==> config.mk <==
export PLATFORM = sky130hd
export DESIGN_NAME = logic_result_buffer
export DESIGN_NICKNAME = d
export VERILOG_FILES = /design/src/rtl/logic_result_buffer.sv
export SDC_FILE = /design/constraint.sdc
export NUM_CORES = 1
export LEC_CHECK = 0
export CAP_MARGIN = 20
export CORE_ASPECT_RATIO = 0.5
export CORE_MARGIN = 4
export CORE_UTILIZATION = 40
export CTS_BUF_LIST = sky130_fd_sc_hd__clkbuf_8
export DETAILED_ROUTE_END_ITERATION = 10
export MAX_ROUTING_LAYER = met4
export PLACE_DENSITY = 0.73
export SYNTH_ARGS = -nofsm -noshare
export SYNTH_HDL_FRONTEND = slang
export SYNTH_SLANG_ARGS = --single-unit
==> constraint.sdc <==
create_clock -name clk -period 6.8 [get_ports clk]
set_input_delay 2.04 -clock clk [delete_from_list [all_inputs] [get_ports clk]]
set_output_delay 2.04 -clock clk [all_outputs]
set_load 0.02 [all_outputs]
==> src/rtl/logic_result_buffer.sv <==
// ---------------------------------------------------------------------------
// logic_result_buffer
//
// Two-entry in-order result buffer between a logical unit (NOT/AND/OR/XOR)
// and register writeback. Each entry holds {data, dest, zero, neg} and, when
// LOGIC_RESULT_PARITY_EN is defined, a parity bit. The flags are computed once,
// at push time, so the writeback side sees them without any extra logic depth.
//
// Optional feature macro: LOGIC_RESULT_PARITY_EN
//   When defined, adds output out_par and per-entry parity storage.
//
// Ports
//   clk        in   single clock, rising edge
//   rst        in   synchronous active-high reset
//   flush      in   synchronous discard of every buffered entry
//   in_valid   in   upstream result present
//   in_ready   out  buffer can accept a result (registered state only)
//   in_data    in   result data            [DATA_W]
//   in_dest    in   destination register   [DEST_W]
//   out_valid  out  head entry available
//   out_ready  in   writeback consumes head entry
//   out_data   out  head data, 0 when empty
//   out_dest   out  head destination, 0 when empty
//   out_zero   out  head data == 0, 0 when empty
//   out_neg    out  head data MSB, 0 when empty
//   count      out  number of valid entries (0..2)
//   out_par    out  XOR of head data bits, 0 when empty (parity builds only)
// ---------------------------------------------------------------------------
module logic_result_buffer #(
   parameter int DATA_W = 16,
   parameter int DEST_W = 3
) (
   input  logic              clk,
   input  logic              rst,
   input  logic              flush,
   input  logic              in_valid,
   output logic              in_ready,
   input  logic [DATA_W-1:0] in_data,
   input  logic [DEST_W-1:0] in_dest,
   output logic              out_valid,
   input  logic              out_ready,
   output logic [DATA_W-1:0] out_data,
   output logic [DEST_W-1:0] out_dest,
   output logic              out_zero,
   output logic              out_neg,
   output logic [1:0]        count
`ifdef LOGIC_RESULT_PARITY_EN
   ,
   output logic              out_par
`endif
);

   // Flag helpers, evaluated on the incoming result before it is stored.
   function automatic logic calc_zero(input logic signed [DATA_W-1:0] d);
      return (d == '0);
   endfunction

   function automatic logic calc_neg(input logic signed [DATA_W-1:0] d);
      return (d < 0);
   endfunction

`ifdef LOGIC_RESULT_PARITY_EN
   function automatic logic calc_par(input logic signed [DATA_W-1:0] d);
      return ^d;
   endfunction
`endif

   // Control state: occupancy and 1-bit pointers wrapping modulo 2.
   logic [1:0] cnt_p0;
   logic       wr_ptr_p0;
   logic       rd_ptr_p0;

   // Entry storage. Not reset: every read is masked by the occupancy count.
   logic signed [DATA_W-1:0] data_p0 [2];
   logic        [DEST_W-1:0] dest_p0 [2];
   logic                     zero_p0 [2];
   logic                     neg_p0  [2];
`ifdef LOGIC_RESULT_PARITY_EN
   logic                     par_p0  [2];
`endif

   logic signed [DATA_W-1:0] in_data_s;
   logic                     push;
   logic                     pop;
   logic                     vld_p0;

   assign in_data_s = $signed(in_data);
   assign vld_p0    = (cnt_p0 != 2'd0);
   // in_ready comes only from the registered count, so a pop frees space
   // for the next cycle rather than creating an out_ready -> in_ready path.
   assign in_ready  = (cnt_p0 != 2'd2);
   assign push      = in_valid && in_ready && !flush;
   assign pop       = vld_p0 && out_ready && !flush;

   // ---- input -> storage boundary ----
   always_ff @(posedge clk) begin
      if (rst) begin
         cnt_p0    <= 2'd0;
         wr_ptr_p0 <= 1'b0;
         rd_ptr_p0 <= 1'b0;
      end else if (flush) begin
         cnt_p0    <= 2'd0;
         wr_ptr_p0 <= 1'b0;
         rd_ptr_p0 <= 1'b0;
      end else begin
         if (push) wr_ptr_p0 <= ~wr_ptr_p0;
         if (pop)  rd_ptr_p0 <= ~rd_ptr_p0;
         case ({push, pop})
            2'b10:   cnt_p0 <= cnt_p0 + 2'd1;
            2'b01:   cnt_p0 <= cnt_p0 - 2'd1;
            default: cnt_p0 <= cnt_p0;
         endcase
      end
   end

   always_ff @(posedge clk) begin
      if (push) begin
         data_p0[wr_ptr_p0] <= in_data_s;
         dest_p0[wr_ptr_p0] <= in_dest;
         zero_p0[wr_ptr_p0] <= calc_zero(in_data_s);
         neg_p0[wr_ptr_p0]  <= calc_neg(in_data_s);
`ifdef LOGIC_RESULT_PARITY_EN
         par_p0[wr_ptr_p0]  <= calc_par(in_data_s);
`endif
      end
   end

   // ---- storage -> writeback boundary ----
   always_comb begin
      out_valid = vld_p0;
      count     = cnt_p0;
      out_data  = '0;
      out_dest  = '0;
      out_zero  = 1'b0;
      out_neg   = 1'b0;
`ifdef LOGIC_RESULT_PARITY_EN
      out_par   = 1'b0;
`endif
      if (vld_p0) begin
         out_data = $unsigned(data_p0[rd_ptr_p0]);
         out_dest = dest_p0[rd_ptr_p0];
         out_zero = zero_p0[rd_ptr_p0];
         out_neg  = neg_p0[rd_ptr_p0];
`ifdef LOGIC_RESULT_PARITY_EN
         out_par  = par_p0[rd_ptr_p0];
`endif
      end
   end

endmodule

* Word-level counts from Yosys, hierarchy flattened
Memory sizes are Yosys's and may differ from the RTL's. A register that Yosys moved wholly into a read port is not among the register bits. Cells that the tools add are included.
Storage, ports and cells: flip-flop bits (word level) 4, bits in writable memories 42, input bits 24, output and inout bits 25, word-level logic and storage cells 39, memories 4
Cells by class: add/sub/neg operators 2, order comparisons 1, eq/ne operators 3, mux-type cells 15, bitwise logic cells 2, reductions and logical operators 9
Memory list:
- data_p0 | depth 2, bits a word 16, rd ports 1, clocked after memory_dff 1, wr ports 1, line 74 | logic signed [DATA_W-1:0] data_p0 [2];
- dest_p0 | depth 2, bits a word 3, rd ports 1, clocked after memory_dff 1, wr ports 1, line 75 | logic [DEST_W-1:0] dest_p0 [2];
- neg_p0 | depth 2, bits a word 1, rd ports 1, clocked after memory_dff 1, wr ports 1, line 77 | logic neg_p0 [2];
- zero_p0 | depth 2, bits a word 1, rd ports 1, clocked after memory_dff 1, wr ports 1, line 76 | logic zero_p0 [2];
Operators by type and width (count):
- $logic_not 16->1 | 1
- $lt 16x1->1 const B | 1
- $mux 16 | 1
- $mux 1 | 12
- $logic_and 1x1->1 | 4
- $pmux 2 s2 | 1
- $reduce_bool 2->1 | 2
- $mux 3 | 1
- $add 2x1->2 const B | 1
- $eq 2x1->1 const B | 1
- $eq 2x2->1 const B | 1
- $ne 2x2->1 const B | 1
- $not 1->1 | 2
- $reduce_or 2->1 | 1
- $sub 2x1->2 const B | 1
- $logic_not 1->1 | 1

* Depth between registers and ports, before layout
depth in word-level cells 5, mapped depth 7, mapped depth without buffers 7

* Worst setup path before layout
Ideal clock, no wire load.
path kind in2reg, start in flush, end mem data_p0[1][0] (enable), library setup time 0.397 ns, arrival time 3.205 ns, data required time 6.403 ns, setup slack 3.199 ns, stages 3, buffers on the path 0, cells stage by stage nand2b_1 nand2b_1 nor2_1
On the way: cells in the longest elaborated chain, start to end 4
Ends and longest elaborated chain:
- from (decl) | line 35 | input logic flush,
- $logic_not 1->1 | line 92 | assign push = in_valid && in_ready && !flush;
- $logic_and 1x1->1 | line 92
- $mux 1 | line 117 | if (push) begin
- $mux 1 (implied by the code) | line 118 | data_p0[wr_ptr_p0] <= in_data_s;
- to (decl) | line 74
No other way between the ends.

==> flow_summary_export.csv <==
group,metric,value,unit
status,status,"finished clean",
sta,clock_skew,0.008767,ns
route,routed_wl,3.204,mm
floorplanning,die_area,5630,um2
cells_and_area,layout_commonest_cell,"clkdlybuf4s50_1",
min_path,hp-class,"register to register",
worst_setup_path,reg2reg_from,"count[0]",
synth,synth_seq_cells,45,
worst_setup_path,cp.depth,4,
route,dr.pass1.iters,2,
clock_tree,htreeDepth,2,
pwr,p_switching,107.1,uW
sta,max_freq,245.7,MHz
cells_and_area,final_nets,197,
clock_tree,clk_pin_slew,0.07,ns
floorplanning,die_y,55.10,um
clock_tree,root_buffer,"clkbuf_8",
cells_and_area,drive_gt1_share,5.780,%
synth,yosys_warnings,0,
placed_design,dp_hpwl,2.163,mm
sta,finalCriticalPeriod,4.069,ns
synth,synth_nets,145,
worst_setup_path,critPathKind,"register to output port",
floorplanning,io_pins,49,
floorplanning,core_area,4084,um2
clock_tree,cts_hold_buf,0,
clock_tree,clock_latency,0.29,ns
route,vias,1073,
clock_tree,cts_sinks,45,
pwr,p_clk_share,29.8,%
cells_and_area,final_cell_mix,"clkdlybuf4s50_1 (48), edfxtp_1 (40), nor2_1 (25)",
clock_tree,clk_path_buf_depth,2,
pwr,p_per_area,210.9,nW/um2
clock_tree,cts_made_buffers,5,
placed_design,numPortBuffers,48,
pwr,internal-power,403.0,uW
route,postRouteAntennaNets,0,
sta,post-route-period-util,59.84,%
synth,yosysSeqAreaShare,73.34,%
worst_setup_path,critPathRequiredTime,4.76,ns
sta,slew_headroom,34.04,%
synth,ys_types,19,
synth,syn_inst,120,
sta,worstMarginPinSlew,0.9883,ns
worst_setup_path,path_cells,"buf_16 -> mux2i_1 -> nor2_1 -> clkdlybuf4s50_1",
route,drt_iter0_markers,20,
placed_design,gp_congestion,0.7579,
floorplanning,die_w,102.2,um
sta,tns,0,ns
sta,setup_viol,0,
pwr,swShare,21.00,%
worst_setup_path,critPathMaxStageDelay,0.66,ns
flow_run,drv_cap,0,
cells_and_area,diodes,0,
route,via_per_inst,4.727,
worst_setup_path,r2r_slack,4.88,ns
grt,grt_overflow_total,0,
worst_setup_path,cpMaxStageDelayCell,"dfxtp_1",
worst_setup_path,cp_top_family,"buffers and inverters",
pwr,seqPwrFrac,60.9,%
grt,grtUsageTotal,12.57,%
synth,synth_area_per_cell,14.79,um2
route,routedWlPerCell,14.11,um
cells_and_area,instances_no_fill,227,
synth,synth.cell_area,1774,um2
worst_setup_path,worstPathMaxFanout,13,
grt,grt_pass1_vias,1061,
worst_setup_path,cp_num_buf_inv,2,
pwr,power.leakage,0.7817,nW
worst_setup_path,cp-end-kind,"output port",
sta,slew_viol_final,0,
floorplanning,start_util,43.44,%
grt,antenna_found_initial,0,
worst_setup_path,start_kind,"register",
worst_setup_path,reg2regPathDepth,3,
sta,rsz0062_at_grt,"false",
floorplanning,rows,16,
worst_setup_path,crit_arrival,2.03,ns
worst_setup_path,cp-endpoint,"out_neg",
grt,grt_pass1_wl,4.905,mm
clock_tree,post_cts_buffers,0,
worst_setup_path,r2r-end,"data_p0[0][4]",
pwr,vdd_ir_drop_max,0.08628,mV
placed_design,place_inst,218,
route,route.detailed.drc,0,
clock_tree,cts.repair.resized,0,
pwr,p_comb_share,9.3,%
clock_tree,cts_tree,"yes",
min_path,min_from,"wr_ptr_p0",
grt,grt_max_degree,22,
sta,final-hold-violation-count,0,
cells_and_area,areaGrowthSynthToFinish,36.32,%
## Yosys cell counts
master    instances  area (um2)
ha_1              1       12.51
buf_2             2       10.01
and4_1            1       8.760
xnor2_1           1       8.760
xor2_1            2       17.52
inv_1             4       15.01
a21oi_1           2       10.01
nor4_1            4       25.02
nor2b_1           1       6.260
nand2b_1          2       12.51
buf_4             1       7.510
or3_1             2       12.51
nor2_1           26       97.59
or2_2             1       6.260
o21ai_0           3       15.01
clkbuf_1          2       7.510
edfxtp_1         40        1201
mux2i_1          20       200.2
dfxtp_1           5       100.1
## registers in the layout (all words and copies together) (netlist names), named ones only
register / cells
count: 2
zero_p0: 2
dest_p0: 6
neg_p0: 1
data_p0: 31
wr_ptr_p0: 1
rd_ptr_p0: 1
## per-layer routing
layer / GRT usage (%) / part of all wire [%] / vias up
met4: 6.536 / 1.7 / 0
met3: 3.880 / 4.2 / 4
met2: 22.04 / 51 / 22
met5: - / 0 / -
met1: 13.28 / 43 / 510
li1: - / - / 537
## cells by family after synthesis
| family | synth area share (%) |
|---|---|
| flops | 73.34 |
| simple gates | 9.520 |
| mux | 11.28 |
| buf+inv | 2.257 |
| compound gates | 1.410 |
| xor+xnor | 1.481 |
| fa+ha+maj | 0.7051 |
## power groups by stage
stage / logic, mW / clock network (mW) / registers [mW]
2_1_floorplan: 0.0192 / 0 / 0.317
3_3_place_gp: 0.0462 / 0 / 0.317
3_5_place_dp: 0.0471 / 0 / 0.318
4_1_cts: 0.0473 / 0.155 / 0.311
5_1_grt: 0.0515 / 0.168 / 0.311
6_report: 0.0476 / 0.152 / 0.311
## metrics by stage
| step | cell area (um2) | hold WS [ns] | power, mW | setup WS (ns) | utilization [%] |
|---|---|---|---|---|---|
| floorplan | 1774 | 0.4609 | 0.3359 | 3.199 | - |
| global placement | 2307 | 0.4700 | 0.3634 | 2.715 | 56.50 |
| detailed placement | 2307 | 0.4928 | 0.3646 | 2.659 | 56.50 |
| CTS | 2391 | 0.5030 | 0.5136 | 2.332 | 58.55 |
| global route | 2419 | 0.5454 | 0.5309 | 2.578 | 59.22 |
| finish | 2419 | 0.4955 | 0.5102 | 2.731 | 59.22 |
## tightest hold or removal path, delay by kind of cell, from the launching register on
family         cells  cell delay [ns]
flip-flops         1             0.32
AO/OA/AOI/OAI      2             0.13
## worst min-delay path by stage
stage | slack [ns] | end | depth (start not counted)
floorplan | 0.46 | wr_ptr_p0 | 2
global placement | 0.47 | wr_ptr_p0 | 2
detailed placement | 0.49 | wr_ptr_p0 | 2
CTS | 0.50 | wr_ptr_p0 | 2
global route | 0.55 | wr_ptr_p0 | 2
finish | 0.50 | wr_ptr_p0 | 2
## cell type report
class / count / area, um2
Timing Repair Buffer: 50 / 515.5
Clock inverter: 3 / 15.01
Inverter: 4 / 15.01
Multi-Input combinational cell: 66 / 435.4
Fill cell: 340 / 1665
Sequential cell: 45 / 1301
Clock buffer: 5 / 68.82
Tap cell: 54 / 67.56
No activity file was read; power rests on OpenSTA's default activity.
